[src/rtl/add_accum.sv]
// Handshaked accumulator: sums COUNT unsigned operands into an ACC_W-bit result.
// Define ADD_ACCUM_SAT_EN to clamp on overflow instead of wrapping.
module add_accum #(
    parameter int N     = 4,
    parameter int ACC_W = 8,
    parameter int COUNT = 4,
    localparam int CW   = $clog2(COUNT + 1)
) (
    input  logic             clk_i,
    input  logic             rst_i,
    input  logic             clear_i,
    input  logic             din_valid_i,
    output logic             din_ready_o,
    input  logic [N-1:0]     din_i,
    output logic             dout_valid_o,
    input  logic             dout_ready_i,
    output logic [ACC_W-1:0] dout_o,
    output logic             ovf_o,
    output logic [CW-1:0]    cnt_o
);

    typedef enum logic [1:0] {
        IDLE  = 2'd0,
        ACCUM = 2'd1,
        DONE  = 2'd2
    } state_t;

    localparam logic [CW-1:0] LAST_CNT = CW'(COUNT - 1);

    state_t             state_r;
    state_t             state_s;
    logic [ACC_W-1:0]   acc_r;
    logic [ACC_W-1:0]   acc_s;
    logic [ACC_W-1:0]   acc_upd_s;
    logic [ACC_W:0]     sum_s;
    logic [CW-1:0]      cnt_r;
    logic [CW-1:0]      cnt_s;
    logic               ovf_r;
    logic               ovf_s;

    // Carry-preserving add of the zero-extended operand.
    function automatic logic [ACC_W:0] add_ext(input logic [ACC_W-1:0] a,
                                               input logic [N-1:0]     b);
        return {1'b0, a} + (ACC_W + 1)'(b);
    endfunction

    // Sum and the value the accumulator takes on a transfer.
    always_comb begin
        sum_s = add_ext(acc_r, din_i);
`ifdef ADD_ACCUM_SAT_EN
        if (sum_s[ACC_W]) begin
            acc_upd_s = {ACC_W{1'b1}};
        end else begin
            acc_upd_s = sum_s[ACC_W-1:0];
        end
`else
        acc_upd_s = sum_s[ACC_W-1:0];
`endif
    end

    // Next-state logic; clear_i overrides every handshake.
    always_comb begin
        state_s = state_r;
        acc_s   = acc_r;
        cnt_s   = cnt_r;
        ovf_s   = ovf_r;
        if (clear_i) begin
            state_s = IDLE;
            acc_s   = {ACC_W{1'b0}};
            cnt_s   = {CW{1'b0}};
            ovf_s   = 1'b0;
        end else begin
            case (state_r)
                IDLE, ACCUM: begin
                    if (din_valid_i) begin
                        acc_s = acc_upd_s;
                        cnt_s = cnt_r + CW'(1);
                        ovf_s = ovf_r | sum_s[ACC_W];
                        if (cnt_r == LAST_CNT) begin
                            state_s = DONE;
                        end else begin
                            state_s = ACCUM;
                        end
                    end else begin
                        state_s = state_r;
                    end
                end
                DONE: begin
                    if (dout_ready_i) begin
                        state_s = IDLE;
                        acc_s   = {ACC_W{1'b0}};
                        cnt_s   = {CW{1'b0}};
                        ovf_s   = 1'b0;
                    end else begin
                        state_s = DONE;
                    end
                end
                default: begin
                    state_s = IDLE;
                    acc_s   = {ACC_W{1'b0}};
                    cnt_s   = {CW{1'b0}};
                    ovf_s   = 1'b0;
                end
            endcase
        end
    end

    // State register with synchronous reset taking priority over everything.
    always_ff @(posedge clk_i) begin
        if (rst_i) begin
            state_r <= IDLE;
            acc_r   <= {ACC_W{1'b0}};
            cnt_r   <= {CW{1'b0}};
            ovf_r   <= 1'b0;
        end else begin
            state_r <= state_s;
            acc_r   <= acc_s;
            cnt_r   <= cnt_s;
            ovf_r   <= ovf_s;
        end
    end

    assign din_ready_o  = (state_r != DONE);
    assign dout_valid_o = (state_r == DONE);
    assign dout_o       = acc_r;
    assign ovf_o        = ovf_r;
    assign cnt_o        = cnt_r;

endmodule

[config.mk]
export PLATFORM = sky130hd
export DESIGN_NAME = add_accum
export DESIGN_NICKNAME = d
export VERILOG_FILES = /design/src/rtl/add_accum.sv
export SDC_FILE = /design/constraint.sdc
export NUM_CORES = 1
export LEC_CHECK = 0
export BUFFER_PORTS_ARGS = -buffer_cell sky130_fd_sc_hd__buf_2
export CAP_MARGIN = 20
export CORE_MARGIN = 2
export CORE_UTILIZATION = 49
export CTS_CLUSTER_DIAMETER = 30
export DETAILED_ROUTE_END_ITERATION = 8
export PLACE_DENSITY_LB_ADDON = 0.08
export SYNTH_ARGS = -nofsm -noshare
export SYNTH_HDL_FRONTEND = slang
export SYNTH_SLANG_ARGS = --single-unit
[constraint.sdc]
create_clock -name clk_i -period 2.5 [get_ports clk_i]
set_clock_uncertainty 0.2 [all_clocks]
set_input_delay 0.375 -clock clk_i [delete_from_list [all_inputs] [get_ports clk_i]]
set_output_delay 0.375 -clock clk_i [all_outputs]
set_load 0.05 [all_outputs]
== Word level (Yosys, flattened, before mapping) ==
Index checks and enable logic that the tools add are counted.

* Flip-flop bits (word level): 14
* Input bits: 9
* Logic and storage cells: 30

* Add/subtract/negate cells: 2
* Eq/ne operators: 6
* Multiplexer cells: 13
* Bitwise operators: 1
* Reductions and logical operators: 4

{| class="wikitable"
|+ Operators by type and width
! cell !! number
|-
| $mux 8 || 2
|-
| $pmux 8 s2 || 1
|-
| $add 8x4->9 || 1
|-
| $mux 2 || 3
|-
| $mux 3 || 2
|-
| $pmux 3 s2 || 1
|-
| $ne 2x2->1 const B || 2
|-
| $pmux 2 s2 || 1
|-
| $reduce_or 2->1 || 2
|-
| $add 3x1->3 const B || 1
|-
| $eq 3x2->1 const B || 1
|-
| $eq 2x1->1 const B || 1
|-
| $eq 2x2->1 const B || 1
|-
| $logic_not 2->1 || 1
|-
| $mux 1 || 2
|-
| $ne 2x1->1 const B || 1
|-
| $pmux 1 s2 || 1
|-
| $reduce_and 2->1 || 1
|-
| $or 1x1->1 || 1
|}

== Logic depth before layout (Yosys ltp) ==
* Depth in word-level cells: 4
* Mapped depth: 7
* Mapped depth without buffers: 7

== Least setup slack after synthesis ==
Ideal clock, no wire load.

* Path kind: reg-to-output
* From: register state_r[1]
* To: output din_ready_o
* Arrival time: 1.913 ns
* Data required time: 1.925 ns
* Slack: 0.012 ns
* Cell stages (with the launch flop): 4
* Cells stage by stage: dfxtp_1 > clkbuf_1 > nor2b_1 > inv_1

* Word-level cells in the longest chain between the ends: 1

{| class="wikitable"
|+ RTL lines
! what !! RTL line !! source
|-
| start, declared || 30 || <nowiki>state_t state_r;</nowiki>
|-
| start signal, assigned || 116 || <nowiki>state_r <= state_s;</nowiki>
|-
| $ne 2x2->1 || 123 || <nowiki>assign din_ready_o = (state_r != DONE);</nowiki>
|-
| end, declared || 13 || <nowiki>output logic din_ready_o,</nowiki>
|}

No other way between the ends.

== Worst setup path after layout ==
* From: register acc_r[0] (netlist: dout_o[0])
* To: register acc_r[6] (netlist: dout_o[6])

* Word-level cells in the longest chain between the ends: 3

{| class="wikitable"
|+ RTL lines
! what !! RTL line !! source
|-
| start, declared || 32 || <nowiki>logic [ACC_W-1:0] acc_r;</nowiki>
|-
| start signal, assigned || 112 || <nowiki>acc_r <= {ACC_W{1'b0}};</nowiki>
|-
| start signal, assigned || 117 || <nowiki>acc_r <= acc_s;</nowiki>
|-
| $add 8x4->9 || 44 || <nowiki>return {1'b0, a} + (ACC_W + 1)'(b);</nowiki>
|-
| $mux 8 || 75 || <nowiki>if (din_valid_i) begin</nowiki>
|-
| $pmux 8 s2 || 73 || <nowiki>case (state_r)</nowiki>
|}

No other way between the ends. The select of a mux whose other input is x is not followed.
A chain may end at the register's enable or synchronous reset.

==> results.txt <==
#FFs+latches synth - 14
Power Dens Cells - 494.2 nW/um^2
EDFF count, synth - 0
most frequent cells in the layout - buf_2, dfxtp_1, nor2_1
Post-synth top flop - dfxtp_1
slowest stage delay, CP - 400 ps
initial antenna violation count - 0
worst setup path class - flip-flop to flip-flop
DR vias - 755
Int Power - 0.0003400 W
Max Slew Vio Count - 0
Initial Util - 0.5241
CTS tree - done
Max-slew headroom - 0.7051
H-tree depth - 1
first-pass GRT wire length - 2835 um
Final Hold Viols - 0
Yosys cell types - 34
DRT iter0 DRCs - 14
largest net degree at the start of global routing - 16
Placement Cell Area - 908.4 sq um
FILL cells - 156
layout cells sized above 1 - 0.2373
Mapped Nets - 111
Worst-Margin Slew - 441.8 ps
ANT cells - 0
wire per inst - 11.99 um
critical path cell sequence - ha_1 -> inv_1 -> fa_1 -> nand2b_1 -> a21oi_1 -> a31oi_1 -> o21a_1
dpl hpwl - 1232 um
postcts setup bufs - 0
Via density - 5.634
clk buf depth - 2
crit start category - flip-flop
Post-Syn Area - 789.5 sq um
crit share post-route - 0.7936
Arrival @ worst endpoint - 1970 ps
Hold Buf Count CTS - 0
fin area - 944.7 sq um
Setup violations, final - 0
run status - finished clean
sequential fraction of the synthesis area - 0.3550
drc violations - 0
Die ar. - 1948 sq um
RSZ-0062 raised after global routing - no
peak supply drop - 267.6 uV
final core occ - 0.6271
DP Cell Count - 130
WP data required - 2490 ps
Die Span X - 44.14 um
GRT Residual Overflow - 0
Sw Share - 0.2718
Synth async-reset ratio - 0
CP delay by family, top - adder cells
die extent in y - 44.14 um
Avg Inst Size Synth - 8.311 sq um
most common cell after layout, fill and taps aside - buf_2
placer congestion estimate - 0.8022
port bufs - 22
switching power - 0.0001269 W
Post-Syn Instances - 95
Synthesis Warnings - 0
Num CTS Buffers - 3
max-cap viol count - 0
combinational power share - 0.142
CTS root buf - clkbuf_4
clock share of power - 0.363
# resized after CTS - 0
Non-Filler Instances - 134
Crit Path Max Fanout - 3
Buf/Inv on CP - 1
total clock sinks - 14
GRT Util Overall - 0.1902
final WL - 1607 um
io pins - 23
synth-to-layout area growth - 19.65%
num rows - 14
antenna viol nets, final - 0
P_leak - 0.4192 nW
Max Freq - 504.0 MHz
worst skew pair latency - 280 ps
first-pass iteration count of the detailed router - 4
Crit. End Element - flip-flop
min-delay worst type - input pin to flip-flop
sequential power share - 0.496
final net count - 135
Core Area - 1506 sq um
Tmin final - 1984 ps
setup TNS - 0 ps
vias in the first global route - 688
clock-pin slew on the worst setup and hold paths - 100 ps
Worst path slowest cell - fa_1
## logic make-up after synthesis
logic type,synth area share
multiplexers,0.01268
adder cells (fa/ha/maj),0.1204
flip-flops,0.3550
AND/OR/NAND/NOR,0.2108
XOR/XNOR,0.02219
AO/OA/AOI/OAI,0.2219
buffers and inverters,0.05705
## worst register-to-register path: stages (launching register included)
cell and delay, ps:
dfxtp_1 360, ha_1 170, inv_1 50, fa_1 400, nand2b_1 180, a21oi_1 230
a31oi_1 120, o21a_1 190
## Yosys cell counts, drive strengths merged (2+ instances only)
cell type | count | area [sq um]
ha | 6 | 75.07
nand2 | 4 | 15.01
dfxtp | 14 | 280.3
a21boi | 3 | 22.52
o21a | 3 | 22.52
a21oi | 10 | 50.05
nor2 | 11 | 41.29
inv | 9 | 33.78
clkbuf | 3 | 11.26
nor3b | 2 | 15.01
nor3 | 5 | 25.02
xor2 | 2 | 17.52
o21ai | 4 | 23.77
## power groups by stage
stage | combinational [W] | clock [W] | sequential (W)
final | 0.0000663 | 0.000169 | 0.000231
after global routing | 0.0000748 | 0.000179 | 0.000232
after CTS | 0.0000670 | 0.000170 | 0.000231
after detailed placement | 0.0000664 | 0 | 0.000237
after global placement | 0.0000654 | 0 | 0.000236
after floorplan | 0.0000354 | 0 | 0.000250
## cell type report
class,count,area [sq um],share of cell area
flip-flops and latches,14,280.3,0.2967
inverters,9,33.78,0.03576
repair buffers,22,110.1,0.1166
multi-input cells,69,464.2,0.4914
clock buffers,4,36.28,0.03841
well taps,16,20.02,0.02119
## metrics by stage
stage	power, W	setup slack, ps	hold WS, ps
2_1_floorplan	0.0002849	11.77	301.5
4_1_cts	0.0004678	531.5	188.7
3_5_place_dp	0.0003030	438.2	285.2
5_1_grt	0.0004863	360.3	208.5
3_3_place_gp	0.0003017	493.7	281.4
6_report	0.0004668	516.0	189.8
## sequential cells by signal (all words and copies together), names as in the netlist
signal and cells:
cnt_o 3, dout_o 8, ovf_o 1, state_r 2
## layer usage
metal  track usage  vias to the layer above  share of wire
met2        0.3265                       20           0.49
met1        0.2392                      346           0.44
met5             0                        -              0
met3       0.02857                        4          0.058
li1              -                      385              -
met4       0.07273                        0          0.017
## path summary, 6_finish.rpt
path / start / end / slack (ps) / cells after the start
worst max-delay path: dout_o[0] / dout_o[6] / 520 / 7
worst max register to register: dout_o[0] / dout_o[6] / 520 / 7
worst min-delay path: dout_ready_i / ovf_o / 190 / 3
worst min register to register: dout_o[7] / dout_o[7] / 300 / 2
(Power assumes the default switching activity.)
